$ cat src/rtl/map_sel_ctrl.sv
// Mapper index swap sequencer: waits for a quiet CPU bus, blanks and resets the mappers, then swaps the index.
// Optional MAP_SEL_TOUT_EN forces the swap after a quiet-window timeout and raises a sticky err.
module map_sel_ctrl #(
  parameter int IDX_W    = 8,
  parameter int RST_IDX  = 0,
  parameter int IDLE_CYC = 4,
  parameter int HOLD_CYC = 16,
  parameter int TOUT_CYC = 4096
) (
  input  logic             clk,
  input  logic             rst,
  input  logic             cpu_m2,
  input  logic             req,
  input  logic [IDX_W-1:0] req_idx,
  output logic [IDX_W-1:0] map_idx,
  output logic             map_rst,
  output logic             bus_blank,
  output logic             busy,
  output logic             ack,
  output logic             err
);

  localparam int CNT_MAX = (HOLD_CYC > IDLE_CYC) ? HOLD_CYC : IDLE_CYC;
  localparam int HW      = $clog2(CNT_MAX) + 1;
  localparam int QW      = $clog2(IDLE_CYC) + 1;

  localparam logic [HW-1:0]    HOLD_TC    = HW'(HOLD_CYC - 1);
  localparam logic [HW-1:0]    REL_TC     = HW'(IDLE_CYC - 1);
  localparam logic [QW-1:0]    QUIET_FULL = QW'(IDLE_CYC);
  localparam logic [IDX_W-1:0] RST_VAL    = IDX_W'(RST_IDX);

  typedef enum logic [2:0] {INIT, IDLE, QUIET, BLANK, REL} state_t;

  state_t           state;
  state_t           next_state;
  logic             m2_s1;
  logic             m2_s2;
  logic             m2_d;
  logic             m2_rise;
  logic [QW-1:0]    quiet_cnt;
  logic [HW-1:0]    hold_cnt;
  logic [IDX_W-1:0] pend_idx;
  logic             from_init;
  logic             latch_req;
  logic             load_idx;
  logic             exit_rel;
  logic             tout_hit;

  // cpu_m2 is asynchronous; m2_d keeps one extra stage for edge detection.
  always_ff @(posedge clk or posedge rst) begin
    if (rst) begin
      m2_s1 <= 1'b0;
      m2_s2 <= 1'b0;
      m2_d  <= 1'b0;
    end else begin
      m2_s1 <= cpu_m2;
      m2_s2 <= m2_s1;
      m2_d  <= m2_s2;
    end
  end

  assign m2_rise = m2_s2 & ~m2_d;

  always_ff @(posedge clk or posedge rst) begin
    if (rst) begin
      quiet_cnt <= '0;
    end else if (m2_s2) begin
      quiet_cnt <= '0;
    end else if (quiet_cnt != QUIET_FULL) begin
      quiet_cnt <= quiet_cnt + QW'(1);
    end
  end

`ifdef MAP_SEL_TOUT_EN
  localparam int TW = $clog2(TOUT_CYC) + 1;
  localparam logic [TW-1:0] TOUT_TC = TW'(TOUT_CYC - 1);

  logic [TW-1:0] tout_cnt;

  always_ff @(posedge clk or posedge rst) begin
    if (rst) begin
      tout_cnt <= '0;
      err      <= 1'b0;
    end else begin
      if (state != QUIET) begin
        tout_cnt <= '0;
      end else if (tout_cnt != TOUT_TC) begin
        tout_cnt <= tout_cnt + TW'(1);
      end
      if (tout_hit && (quiet_cnt != QUIET_FULL)) begin
        err <= 1'b1;
      end
    end
  end

  assign tout_hit = (state == QUIET) && (tout_cnt == TOUT_TC);
`else
  localparam int tout_unused = TOUT_CYC;

  assign tout_hit = 1'b0;
  assign err      = 1'b0;
`endif

  always_comb begin
    next_state = state;
    latch_req  = 1'b0;
    load_idx   = 1'b0;
    exit_rel   = 1'b0;
    map_rst    = 1'b0;
    bus_blank  = 1'b0;
    busy       = 1'b1;
    case (state)
      INIT: begin
        map_rst   = 1'b1;
        bus_blank = 1'b1;
        if (hold_cnt == HOLD_TC) next_state = REL;
      end
      IDLE: begin
        busy = 1'b0;
        if (req) begin
          latch_req  = 1'b1;
          next_state = QUIET;
        end
      end
      QUIET: begin
        if (quiet_cnt == QUIET_FULL || tout_hit) next_state = BLANK;
      end
      BLANK: begin
        map_rst   = 1'b1;
        bus_blank = 1'b1;
        if (hold_cnt == HOLD_TC) begin
          load_idx   = 1'b1;
          next_state = REL;
        end
      end
      REL: begin
        bus_blank = 1'b1;
        if (m2_rise || hold_cnt == REL_TC) begin
          exit_rel   = 1'b1;
          next_state = IDLE;
        end
      end
      default: next_state = INIT;
    endcase
  end

  // hold_cnt restarts on every state change, so it times INIT, BLANK and REL alike.
  always_ff @(posedge clk or posedge rst) begin
    if (rst) begin
      state     <= INIT;
      hold_cnt  <= '0;
      pend_idx  <= '0;
      map_idx   <= RST_VAL;
      from_init <= 1'b1;
      ack       <= 1'b0;
    end else begin
      state <= next_state;
      if (next_state != state) begin
        hold_cnt <= '0;
      end else if (state == INIT || state == BLANK || state == REL) begin
        hold_cnt <= hold_cnt + HW'(1);
      end else begin
        hold_cnt <= '0;
      end
      if (latch_req) pend_idx <= req_idx;
      if (load_idx)  map_idx  <= pend_idx;
      if (exit_rel)  from_init <= 1'b0;
      ack <= exit_rel & ~from_init;
    end
  end

endmodule

$ cat config.mk
export PLATFORM = sky130hd
export DESIGN_NAME = map_sel_ctrl
export DESIGN_NICKNAME = d
export VERILOG_FILES = /design/src/rtl/map_sel_ctrl.sv
export SDC_FILE = /design/constraint.sdc
export NUM_CORES = 1
export LEC_CHECK = 0
export ABC_CLOCK_PERIOD_IN_PS = 4800
export BUFFER_PORTS_ARGS = -buffer_cell sky130_fd_sc_hd__buf_2
export CORE_ASPECT_RATIO = 0.6
export CORE_MARGIN = 2
export CORE_UTILIZATION = 29
export CTS_CLUSTER_DIAMETER = 200
export CTS_CLUSTER_SIZE = 30
export DETAILED_ROUTE_END_ITERATION = 8
export SYNTH_ARGS = -nofsm -noshare
export SYNTH_HDL_FRONTEND = slang
export SYNTH_SLANG_ARGS = --single-unit
$ cat constraint.sdc
create_clock -name clk -period 4.8 [get_ports clk]
set_clock_uncertainty 0.15 [all_clocks]
set_input_delay 0.48 -clock clk [delete_from_list [all_inputs] [get_ports clk]]
set_output_delay 0.48 -clock clk [all_outputs]
set_load 0.1 [all_outputs]
==> impl_metrics.ini <==
[drt]
drc = 0
drt_wl_total_mm = 2.47
num_vias = 869
wl_per_cell_um = 12.4
vias_per_cell = 4.39
drt-initial-drc-count = 13
drt_pass1_iterations = 4
drtAntennaViolNets = 0

[cts]
cts_tree = done
post_cts_resized = 0
clk_pin_slew_worst_paths_ns = 0.06
cts_hold_buf = 0
cts_buffers = 5
clk_latency_ns = 0.28
htree_levels = 2
clk_path_buf_depth = 2
cts_setup_buffers = 0
clock-sinks = 32
root_buffer = clkbuf_8

[sta]
rsz0062_at_grt = no
final-setup-viol-count = 0
drv_slew = 0
fmax_mhz = 450
hold-worst-slack_ns = 0.117
period_minus_slack_ns = 2.22
hold_violations = 0
min_period_over_period_pct = 46.3
fin_tns_setup_ns = 0

[logic_synthesis]
synthArstFlopShare_pct = 100
ys.flop_type = dfrtp_1
netlist_instances = 106
yosys.area.top_type = dfrtp_1
synth_seq_cells = 32
synth_area_um2 = 1370
seq_area_frac_synth_pct = 58.5
synth_edf_count = 0
syn_nets = 122
syn_area_per_cell_um2 = 12.9
netlist.area_leader.share_pct = 56.6
yosys-top-cells-area = dfrtp_1, mux2_2, ha_1
ys_warn_count = 0
synth_cell_types = 35

[die]
die_w_um = 92.7
initial_core_util_pct = 30.0
dieArea_um2 = 5310
coreArea_um2 = 4560
die_h_um = 57.2
rows = 19
pin_count = 25

[worst_setup_path]
r2r_setup_slack_ns = 2.86
reg2regPathDepth = 5
rr_endpoint = hold_cnt[1]
worstPathRequired_ns = 4.17
crit_arrival_ns = 1.59
cp_max_fo = 8
endpoint_kind = primary output
worst_setup_path_start_kind = register
critPathKind = reg2out
rr_startpoint = hold_cnt[0]

[status]
status = finished clean

[power_and_ir_drop]
switching_power_mw = 0.342
power_mw = 0.932
p_int_mw = 0.590
leakage_nw = 0.821
combPwrFrac_pct = 30.8
power_density_nw_per_um2 = 557
peakVddDrop_mv = 0.149
clockPowerShare_pct = 29.7
switching_share_pct = 36.7
seqPwrFrac_pct = 39.5

[placed_design]
dpl.hpwl_mm = 1.82
io_buffers = 23
gp_congestion = 0.792

[grt]
grt_max_degree = 33
antenna_found_initial = 0
grt_pass1_wl_mm = 4.08
grt_use_total_pct = 10.3
overflow = 0
grt_pass1_vias = 900

[flow_run]
drv_cap = 0

[cells_and_area]
antenna_cells = 0
synthToLayoutAreaGrowth_pct = 22.2
drive_above_1_share_pct = 38.5
fin_nets = 150

[min_path]
min_path_type = in2async
==> stage by stage <==
| stage | area [µm²] | utilization, % | std cells | setup slack [ns] |
|---|---|---|---|---|
| final | 1670 | 36.7 | 198 | 2.58 |
| after global routing | 1670 | 36.7 | 198 | 2.50 |
| after CTS | 1670 | 36.7 | 198 | 2.56 |
| after detailed placement | 1550 | 33.9 | 190 | 2.86 |
| after global placement | 1550 | 33.9 | 190 | 2.89 |
| after floorplan | 1370 | - | 106 | 1.54 |
==> layout make-up <==
| type | instances | area (µm²) |
|---|---|---|
| fill | 462 | 2890 |
| sequential | 32 | 802 |
| multi-input combinational | 66 | 526 |
| timing repair buffer | 24 | 123 |
| clock buffer | 7 | 96.3 |
| tap | 63 | 78.8 |
| clock inverter | 1 | 30.0 |
| inverter | 5 | 18.8 |
==> worst max path at each step <==
| stage | from | endpoint | slack (ns) | cells after the start |
|---|---|---|---|---|
| 6_report | state[2] | bus_blank | 2.58 | 4 |
| 3_5_place_dp | hold_cnt[0] | map_idx[6] | 2.86 | 5 |
| 4_1_cts | state[2] | bus_blank | 2.56 | 4 |
| 2_1_floorplan | state[1] | bus_blank | 1.54 | 2 |
| 5_1_grt | state[1] | map_rst | 2.50 | 3 |
| 3_3_place_gp | state[2] | bus_blank | 2.89 | 4 |
==> power groups by stage <==
| stage | Sequential [mW] | Clock [mW] | Combinational (mW) |
|---|---|---|---|
| 6_report | 0.368 | 0.277 | 0.287 |
| 5_1_grt | 0.377 | 0.297 | 0.308 |
| 4_1_cts | 0.369 | 0.285 | 0.291 |
| 3_5_place_dp | 0.373 | 0 | 0.290 |
| 3_3_place_gp | 0.367 | 0 | 0.281 |
| 2_1_floorplan | 0.353 | 0 | 0.258 |
==> sequential cells by signal, summed over array words and instances (netlist names) <==
signal and count:
m2_d 1, m2_s2 1, map_idx 8, from_init 1, m2_s1 1, quiet_cnt 3, state 3, ack 1
hold_cnt 5, pend_idx 8
==> cells by family after synthesis <==
| group | count (synthesis) | synth area share, % |
|---|---|---|
| AO/OA/AOI/OAI | 13 | 6.39 |
| XOR/XNOR | 4 | 2.56 |
| adder cells (fa/ha/maj) | 4 | 3.65 |
| buffers and inverters | 8 | 3.10 |
| flip-flops | 32 | 58.5 |
| multiplexers | 16 | 13.2 |
| other | 1 | 0.274 |
| AND/OR/NAND/NOR | 28 | 12.3 |
==> routing by layer <==
layer	global-route usage, %	routed length, µm	up-vias
met1	12.2	1130	427
met4	5.46	14	0
met5	0	0	-
met3	4.36	151	2
li1	-	-	418
met2	16.3	1170	22
==> Yosys cell counts, types with 2 or more instances <==
library cell / count
dfrtp_1: 31
mux2_2: 16
nor2_1: 6
a21oi_1: 5
inv_1: 5
nand2_1: 5
ha_1: 4
and2_1: 2
nand2b_1: 2
nand3_1: 2
nand4b_1: 2
xnor2_1: 2
xor2_1: 2
==> cells in the final DEF, fill, tap and decap left out, drive strengths merged, types with 2 or more instances in the layout <==
| cell type | count |
|---|---|
| ha | 4 |
| xor2 | 2 |
| dfrtp | 31 |
| and2 | 2 |
| clkbuf | 7 |
| xnor2 | 2 |
| nand2b | 2 |
| nand2 | 5 |
| nand4b | 2 |
| a21oi | 5 |
| buf | 24 |
| inv | 5 |
| mux2 | 16 |
| nor2 | 6 |
| nand3 | 3 |
==> critical path, cell delays in order, from the launching register on <==
cell     delay [ns]
dfrtp_1        0.44
and2b_1        0.29
nand2_1        0.06
o21ai_0        0.08
buf_2          0.45
No activity file was read; power rests on OpenSTA's default activity.
